[src/rtl/alu_pipe.sv]
// Registered ALU with valid/ready handshakes on both sides and a bit-serial
// shift-add multiplier (ctrl=7) that stalls the input side while it runs.
module alu_pipe #(
  parameter int WIDTH      = 18,
  parameter bit SIGNED_CMP = 1'b1,
  parameter bit MUL_EN     = 1'b1
) (
  input  logic             clk,
  input  logic             rst_n,
  input  logic             in_valid,
  output logic             in_ready,
  input  logic [WIDTH-1:0] datA,
  input  logic [WIDTH-1:0] datB,
  input  logic [2:0]       ctrl,
  output logic             out_valid,
  input  logic             out_ready,
  output logic [WIDTH-1:0] alu_out,
  output logic             N,
  output logic             Z,
  output logic             C,
  output logic             V,
  output logic             AgtB
);
  localparam int CW = $clog2(WIDTH + 1);

  typedef enum logic {IDLE, MUL} state_t;

  state_t             state_q, state_d;
  logic               valid_q, valid_d;
  logic [WIDTH-1:0]   res_q, res_d;
  logic               n_q, n_d, z_q, z_d, c_q, c_d, v_q, v_d, agtb_q, agtb_d;
  logic               mulAgtb_q, mulAgtb_d;
  logic [2*WIDTH-1:0] acc_q, acc_d, mcand_q, mcand_d;
  logic [WIDTH-1:0]   mplier_q, mplier_d;
  logic [CW-1:0]      cnt_q, cnt_d;

  logic               accept;
  logic [WIDTH:0]     sum, diff;
  logic [WIDTH-1:0]   opRes;
  logic               opC, opV, cmpIn;

  assign in_ready = rst_n & (state_q == IDLE) & (~valid_q | out_ready);
  assign accept   = in_valid & in_ready;
  assign sum      = {1'b0, datA} + {1'b0, datB};
  assign diff     = {1'b0, datA} - {1'b0, datB};
  assign cmpIn    = SIGNED_CMP ? ($signed(datA) > $signed(datB)) : (datA > datB);

  // Single-cycle operations; the default arm is ctrl=7 with the multiplier disabled.
  always_comb begin
    opRes = '0;
    opC   = 1'b0;
    opV   = 1'b0;
    case (ctrl)
      3'd0: opRes = datA;
      3'd1: opRes = datB;
      3'd2: opRes = ~datA;
      3'd3: begin
        opRes = sum[WIDTH-1:0];
        opC   = sum[WIDTH];
        opV   = (datA[WIDTH-1] == datB[WIDTH-1]) & (sum[WIDTH-1] != datA[WIDTH-1]);
      end
      3'd4: begin
        opRes = diff[WIDTH-1:0];
        opC   = diff[WIDTH];
        opV   = (datA[WIDTH-1] != datB[WIDTH-1]) & (diff[WIDTH-1] != datA[WIDTH-1]);
      end
      3'd5: opRes = datA | datB;
      3'd6: opRes = datA & datB;
      default: opV = 1'b1;
    endcase
  end

  always_comb begin
    state_d   = state_q;
    valid_d   = valid_q;
    res_d     = res_q;
    n_d       = n_q;
    z_d       = z_q;
    c_d       = c_q;
    v_d       = v_q;
    agtb_d    = agtb_q;
    mulAgtb_d = mulAgtb_q;
    acc_d     = acc_q;
    mcand_d   = mcand_q;
    mplier_d  = mplier_q;
    cnt_d     = cnt_q;

    if (valid_q && out_ready) valid_d = 1'b0;

    case (state_q)
      IDLE: begin
        if (accept) begin
          if (ctrl == 3'd7 && MUL_EN) begin
            state_d   = MUL;
            mulAgtb_d = cmpIn;
            acc_d     = '0;
            mcand_d   = {{WIDTH{1'b0}}, datA};
            mplier_d  = datB;
            cnt_d     = '0;
          end else begin
            valid_d = 1'b1;
            res_d   = opRes;
            n_d     = opRes[WIDTH-1];
            z_d     = (opRes == '0);
            c_d     = opC;
            v_d     = opV;
            agtb_d  = cmpIn;
          end
        end
      end
      MUL: begin
        // WIDTH partial-product steps, then one extra edge to publish the product.
        if (cnt_q == CW'(WIDTH)) begin
          state_d = IDLE;
          valid_d = 1'b1;
          res_d   = acc_q[WIDTH-1:0];
          n_d     = acc_q[WIDTH-1];
          z_d     = (acc_q[WIDTH-1:0] == '0);
          c_d     = 1'b0;
          v_d     = |acc_q[2*WIDTH-1:WIDTH];
          agtb_d  = mulAgtb_q;
        end else begin
          if (mplier_q[0]) acc_d = acc_q + mcand_q;
          mcand_d  = mcand_q << 1;
          mplier_d = mplier_q >> 1;
          cnt_d    = cnt_q + CW'(1);
        end
      end
      default: state_d = IDLE;
    endcase
  end

  always_ff @(posedge clk) begin
    if (!rst_n) begin
      state_q   <= IDLE;
      valid_q   <= 1'b0;
      res_q     <= '0;
      n_q       <= 1'b0;
      z_q       <= 1'b0;
      c_q       <= 1'b0;
      v_q       <= 1'b0;
      agtb_q    <= 1'b0;
      mulAgtb_q <= 1'b0;
      acc_q     <= '0;
      mcand_q   <= '0;
      mplier_q  <= '0;
      cnt_q     <= '0;
    end else begin
      state_q   <= state_d;
      valid_q   <= valid_d;
      res_q     <= res_d;
      n_q       <= n_d;
      z_q       <= z_d;
      c_q       <= c_d;
      v_q       <= v_d;
      agtb_q    <= agtb_d;
      mulAgtb_q <= mulAgtb_d;
      acc_q     <= acc_d;
      mcand_q   <= mcand_d;
      mplier_q  <= mplier_d;
      cnt_q     <= cnt_d;
    end
  end

  assign out_valid = valid_q;
  assign alu_out   = res_q;
  assign N         = n_q;
  assign Z         = z_q;
  assign C         = c_q;
  assign V         = v_q;
  assign AgtB      = agtb_q;

endmodule
[config.mk]
export PLATFORM = sky130hd
export DESIGN_NAME = alu_pipe
export DESIGN_NICKNAME = d
export VERILOG_FILES = /design/src/rtl/alu_pipe.sv
export SDC_FILE = /design/constraint.sdc
export NUM_CORES = 1
export LEC_CHECK = 0
export BUFFER_PORTS_ARGS = -buffer_cell sky130_fd_sc_hd__buf_2
export CAP_MARGIN = 20
export CORE_MARGIN = 2
export CORE_UTILIZATION = 57
export CTS_CLUSTER_DIAMETER = 150
export DETAILED_ROUTE_END_ITERATION = 12
export PLACE_DENSITY = 0.74
export SLEW_MARGIN = 10
export SYNTH_ARGS = -nofsm -noshare
export SYNTH_HDL_FRONTEND = slang
export SYNTH_SLANG_ARGS = --single-unit
[constraint.sdc]
create_clock -name clk -period 3.6 [get_ports clk]
set_input_delay 0 -clock clk [delete_from_list [all_inputs] [get_ports clk]]
set_output_delay 0 -clock clk [all_outputs]
set_load 0.005 [all_outputs]
-- Word level (Yosys, flattened, before mapping)
Index checks and enable logic that the tools add are counted.
- add/sub/neg operators: 4
- bitwise operators: 11
- magnitude comparators: 1
- eq/ne operators: 18
- reduce and logical (&&, ||, !) cells: 10
- multiplexer cells: 53
- operator list (operator ; count):
    36-bit 2-to-1 mux ; 7
    36-bit case mux with 2 select lines ; 2
    18-bit case mux with 7 select lines ; 1
    18-bit 2-to-1 mux ; 6
    18-bit case mux with 2 select lines ; 2
    36-bit adder ; 1
    18-bit logical NOT ; 2
    1-bit 2-to-1 mux ; 22
    18-bit by 18-bit adder with 19-bit output ; 1
    18-bit by 18-bit subtractor with 19-bit output ; 1
    18-bit AND ; 1
    18-bit greater-than comparator ; 1
    18-bit NOT ; 1
    18-bit OR ; 1
    18-bit OR reduction ; 1
    1-bit case mux with 2 select lines ; 8
    5-bit 2-to-1 mux ; 3
    3-bit == test (second input constant) ; 4
    5-bit case mux with 2 select lines ; 1
    3-bit AND reduction ; 3
    3-bit by 2-bit == test with 1-bit output (second input constant) ; 2
    2-bit by 1-bit inequality test with 1-bit output (second input constant) ; 3
    2-bit inequality test (second input constant) ; 3
    5-bit by 1-bit adder with 5-bit output (second input constant) ; 1
    12 further kinds ; 19
- word-level logic and storage cells: 110
- bits of input ports: 43
- output and inout port bits: 25
- flip-flop bits (word level): 121

-- Depth between registers and ports, before layout
- word-level depth: 7
- gate-level depth with buffers: 14
- depth with buffers taken out: 14

-- Worst setup path after synthesis
OpenSTA, ideal clock, no wires.
- path type: reg-to-reg
- from: reg acc_q[0]
- to: reg acc_q[22]
- path buffers: 0
- clock period less this slack: 2.799 ns
- setup slack: 0.801 ns
- setup time: 0.119 ns
- cell stages (with the launch flop): 13
- required time: 3.481 ns
- data arrival time: 2.680 ns
- cells stage by stage: dfxtp_1 > ha_1 > fa_1 > a21oi_1 > o22ai_1 > o21ai_0 > a21oi_1 > or2_2 > a21o_1 > a21o_1 > a21oi_1 > mux2i_1 > nand2_1
- word-level cells in the longest chain between the ends: 4
- RTL lines (element ; RTL line ; RTL):
    start, declared ; 33 ; logic [2*WIDTH-1:0] acc_q, acc_d, mcand_q, mcand_d;
    start signal, assigned ; 144 ; acc_q <= '0;
    start signal, assigned ; 158 ; acc_q <= acc_d;
    36-bit adder ; 123 ; if (mplier_q[0]) acc_d = acc_q + mcand_q;
    36-bit 2-to-1 mux ; 123 ;
    36-bit 2-to-1 mux ; 113 ; if (cnt_q == CW'(WIDTH)) begin
    36-bit case mux with 2 select lines ; 90 ; case (state_q)
No other way between the ends. The select of a mux whose other input is x is not followed.
A chain may end at the register's enable or synchronous reset.

-- Worst setup path in the final report
- from: in datA[0]
- to: reg z_q (netlist: Z)
- word-level cells in the longest chain between the ends: 6
- elaborated cells on any way between the ends: 10
- classes of those cells: 2 x add/sub; 4 x mux; 3 x bitwise; 1 x reduce/logical
- RTL lines (element ; RTL line ; RTL):
    start, declared ; 12 ; input logic [WIDTH-1:0] datA,
    18-bit by 18-bit subtractor with 19-bit output (tied with other cells) ; 45 ; assign diff = {1'b0, datA} - {1'b0, datB};
    18-bit case mux with 7 select lines (*) ; 53 ; case (ctrl)
    18-bit logical NOT (*) ; 104 ; z_d = (opRes == '0);
    1-bit 2-to-1 mux (*) ; 93 ; if (ctrl == 3'd7 && MUL_EN) begin
    1-bit 2-to-1 mux (*) ; 92 ; if (accept) begin
    1-bit case mux with 2 select lines (*) ; 90 ;
    end signal, assigned ; 153 ; z_q <= z_d;
    end, declared ; 31 ; logic n_q, n_d, z_q, z_d, c_q, c_d, v_q, v_d, agtb_q, agtb_d;
Mark *: on every way between the ends. The rest lies on a longest branch, timed or not. The select of a mux whose other input is x is not followed.

==> out/results.txt <==
The number of antenna violations at the first check in global routing was 0. The via density per instance came out at 6.303. After synthesis, the largest family of logic cells by area is compound AO/OA/AOI/OAI gates. The count of nets left with antenna violations once routing finished came out at 0.

The worst pin sits at a relative slew slack of 53.83%. Of the total synthesized cell area, the portion taken by XOR and XNOR cells is 2.973%. The most used flip-flop cell after synthesis is sky130_fd_sc_hd__dfxtp_1. In this run the clock root is driven by a sky130_fd_sc_hd__clkbuf_16. The floorplan step set the die height to 136.6 um. The tools report the via count of the first global-routing pass as 9377. TritonCTS built the clock tree. Clock skew on the completed layout was measured at 7.394 ps.

When the netlist entered floorplanning its net count stood at 1452. The run gives 1.066 as the final estimated routing congestion in global placement. At the worst endpoint, the required time is 3960 ps. Hold timing on the final database bottoms out at a slack of 48.74 ps. Number of max-slew violations in the final report: 0. In the final routed layout, each cell accounts on average for 18.90 um. The count of H-tree levels built during CTS was 4; the area fraction in and, or, nand and nor cells after synthesis was 20.60%.

The synthesized area per cell was 7.646 um2; the shortest period the worst path allows was 3390 ps. Entering global routing, the biggest net connects 62 pins. Number of DRC markers after the initial detailed-route iteration: 703.

The met2 routing resource usage after global routing came out at 55.72%. The complex-gate fraction of the synthesized area was 32.79%; the clock sink total was 120. In this run the power density over the cells is 349.0 nW/um2. Summed over all cells, the static leakage comes to 4.992 nW. The highest fanout seen on the critical path came out at 4. Number of rows created at floorplan: 48.

The tools report the share of the yosys chip area belonging to registers as 23.99%. Counting every instance in the synthesized netlist gives 1310. The pre-antenna-repair detailed-routing pass consisted of 6 iterations. Area growth from synthesis to layout: 11.72%. The tightest min-delay check is of the primary input to flop type. The multiplexer share of the synthesized area was 1.224%. The number of hold violations in the final report was 0; the met1 global-route usage was 40.99%. The run gives 0 as the number of maximum-capacitance violations. For the initial core utilization, the log shows 58.11%. The adder and majority cell fraction of the synthesized area works out to 12.59%. Clock-pin slew was measured on the worst setup and hold paths at 50 ps. The setup path with the least slack is of type primary input to flop.

Total of warnings raised by yosys: 0. In this run, synthesis produced a sequential element count of 120. Pin placement for this block handled 68 I/O pins. The worst IR drop on VDD is 0.3526 mV, and the post-route DRC violation count is 0. The worst-margin pin slew is 686.2 ps, and the total half-perimeter wirelength after legalization and detailed placement is 21660 um. The clock passes through at most 2 buffers. The tools report the met3 layer usage reported by global route as 6.222%.

The synthesized design contains 0 enable-type register cells. Setup repair after global routing left no endpoint under its margin. After synthesis, the cell types taking the most area are sky130_fd_sc_hd__dfxtp_1, sky130_fd_sc_hd__ha_1, sky130_fd_sc_hd__nand2_1, sky130_fd_sc_hd__o21ai_0, sky130_fd_sc_hd__o211ai_1.

Sorting the synthesized cells by how often they occur yields sky130_fd_sc_hd__nand2_1, sky130_fd_sc_hd__dfxtp_1, sky130_fd_sc_hd__ha_1. Highest clock frequency the design can meet: 0.2950 GHz. The type of element capturing the critical path was a flop. After floorplanning, the core was sized to cover 17240 um2. For the arrival time of data at the critical path endpoint, the log shows 3750 ps. The run finished with clean final reports.

Buffers inserted during clock tree synthesis total 17. Most used routing layer: met2. 0 antenna diodes ended up in the layout. Global routing consumed, over all layers together, 32.58% of the routing resources. The tools report the setup violation total in the final timing report as 0. In the final layout, the share of cells above drive strength 1 is 11.18%.

The largest total area in the synthesized netlist belongs to sky130_fd_sc_hd__dfxtp_1. The die covers 18650 um2. Summed over all layers, the routed wires come to 29940 um. The wire length of the first global-routing pass came out at 47790 um. Yosys mapped the design onto 76 distinct sky130hd cell types. After global routing the overflow that remains totals 0.

For the worst-skew pair, the clock arrives at the later sink with an insertion delay of 420 ps. Most frequent cell after synthesis: sky130_fd_sc_hd__nand2_1. The tools report the post-cts resize count as 0. For the total vias in the final route, the log shows 9984.

Count of input and output buffers: 67. The post-route setup TNS was 0 ps. In this run the horizontal extent of the chip is 136.6 um. The tools report the critical path launch point type as a primary input. The area share of the largest cell type after synthesis works out to 23.99%.

The share of synthesized registers carrying an async set or reset is 0%, and the fraction of the cycle the final worst path needs is 94.16%. After synthesis the cells add up to 10020 um2. After the last flow step, the layout net total stands at 1489.
==> kinds of logic (layout without fill, tap and decap cells) <==
logic type	count (synthesis)	in the layout
compound gates	458	458
simple gates	436	436
buf+inv	151	200
flops	120	120
fa+ha+maj	99	99
xor+xnor	34	34
mux	12	12
==> placed cells by master, fill, tap and decap left out, drive strengths merged, types with 37 or more instances in the layout <==
master and n:
a21boi 38, a21oi 72, buf 96, dfxtp 120, ha 96, inv 69
nand2 177, nand3 48, nor2 68, o211a 37, o211ai 52, o21ai 91
==> worst max-delay path, cell delays in order <==
cell	delay, ps
sky130_fd_sc_hd__dlygate4sd3_1	530
sky130_fd_sc_hd__buf_2	130
sky130_fd_sc_hd__inv_1	110
sky130_fd_sc_hd__ha_1	190
sky130_fd_sc_hd__inv_1	60
sky130_fd_sc_hd__fa_1	380
sky130_fd_sc_hd__nor2b_1	190
sky130_fd_sc_hd__o21ai_1	200
sky130_fd_sc_hd__nand3_1	190
sky130_fd_sc_hd__a311oi_1	480
sky130_fd_sc_hd__o21a_1	190
sky130_fd_sc_hd__o31ai_1	70
sky130_fd_sc_hd__a21oi_1	330
sky130_fd_sc_hd__nand4_1	160
sky130_fd_sc_hd__or4_1	420
sky130_fd_sc_hd__o21ai_1	130
==> per-layer routing <==
layer | vias to the layer above | part of all wire, %
met2 | 386 | 48
met1 | 4699 | 43
met4 | 0 | 2.6
met5 | - | 0
met3 | 52 | 6.6
li1 | 4847 | -
==> state kept, by name (all words and copies together) (netlist names) <==
name,count
acc_q,36
mcand_q,36
mplier_q,18
alu_out,17
cnt_q,5
AgtB,1
C,1
N,1
V,1
Z,1
mulAgtb_q,1
out_valid,1
state_q,1
==> timing repair <==
| item | in CTS | in global routing |
|---|---|---|
| buffers inserted | 0 | 0 |
| hold buffers | 5 | 0 |
| endpoints found under the hold margin | 20 | 0 |
==> per-stage QoR <==
stage	setup WS (ps)	utilization [%]	area [um2]	cells	power [mW]
2_1_floorplan	801.3	-	10020	1310	1.939
4_1_cts	270.3	64.92	11190	1584	3.902
3_3_place_gp	185.3	61.26	10560	1548	2.177
3_5_place_dp	277.7	61.26	10560	1548	2.184
5_1_grt	37.22	64.92	11190	1584	4.051
6_report	210.3	64.92	11190	1584	3.905
==> power breakdown <==
group	internal [mW]	switching, mW
Clock	1.05	0.668
Combinational	0.297	0.492
Sequential	1.36	0.0301
Total	2.72	1.19
==> path summary, 6_finish.rpt <==
path,cells past startpoint,end,slack (ps),startpoint
setup / recovery,16,Z,210,datA[0]
hold reg to reg,2,alu_out[7],460,alu_out[7]
hold / removal,4,mplier_q[14],50,datB[14]
setup reg to reg,11,acc_q[35],360,acc_q[15]
==> area by class of cell <==
class	count	area (um2)
clock buffer	21	460.4
inverter	68	255.2
fill	1543	6047
tap	225	281.5
timing repair buffer	101	630.6
clock inverter	10	120.1
multi-input combinational	1039	7036
sequential	120	2406
(Power assumes the default switching activity.)
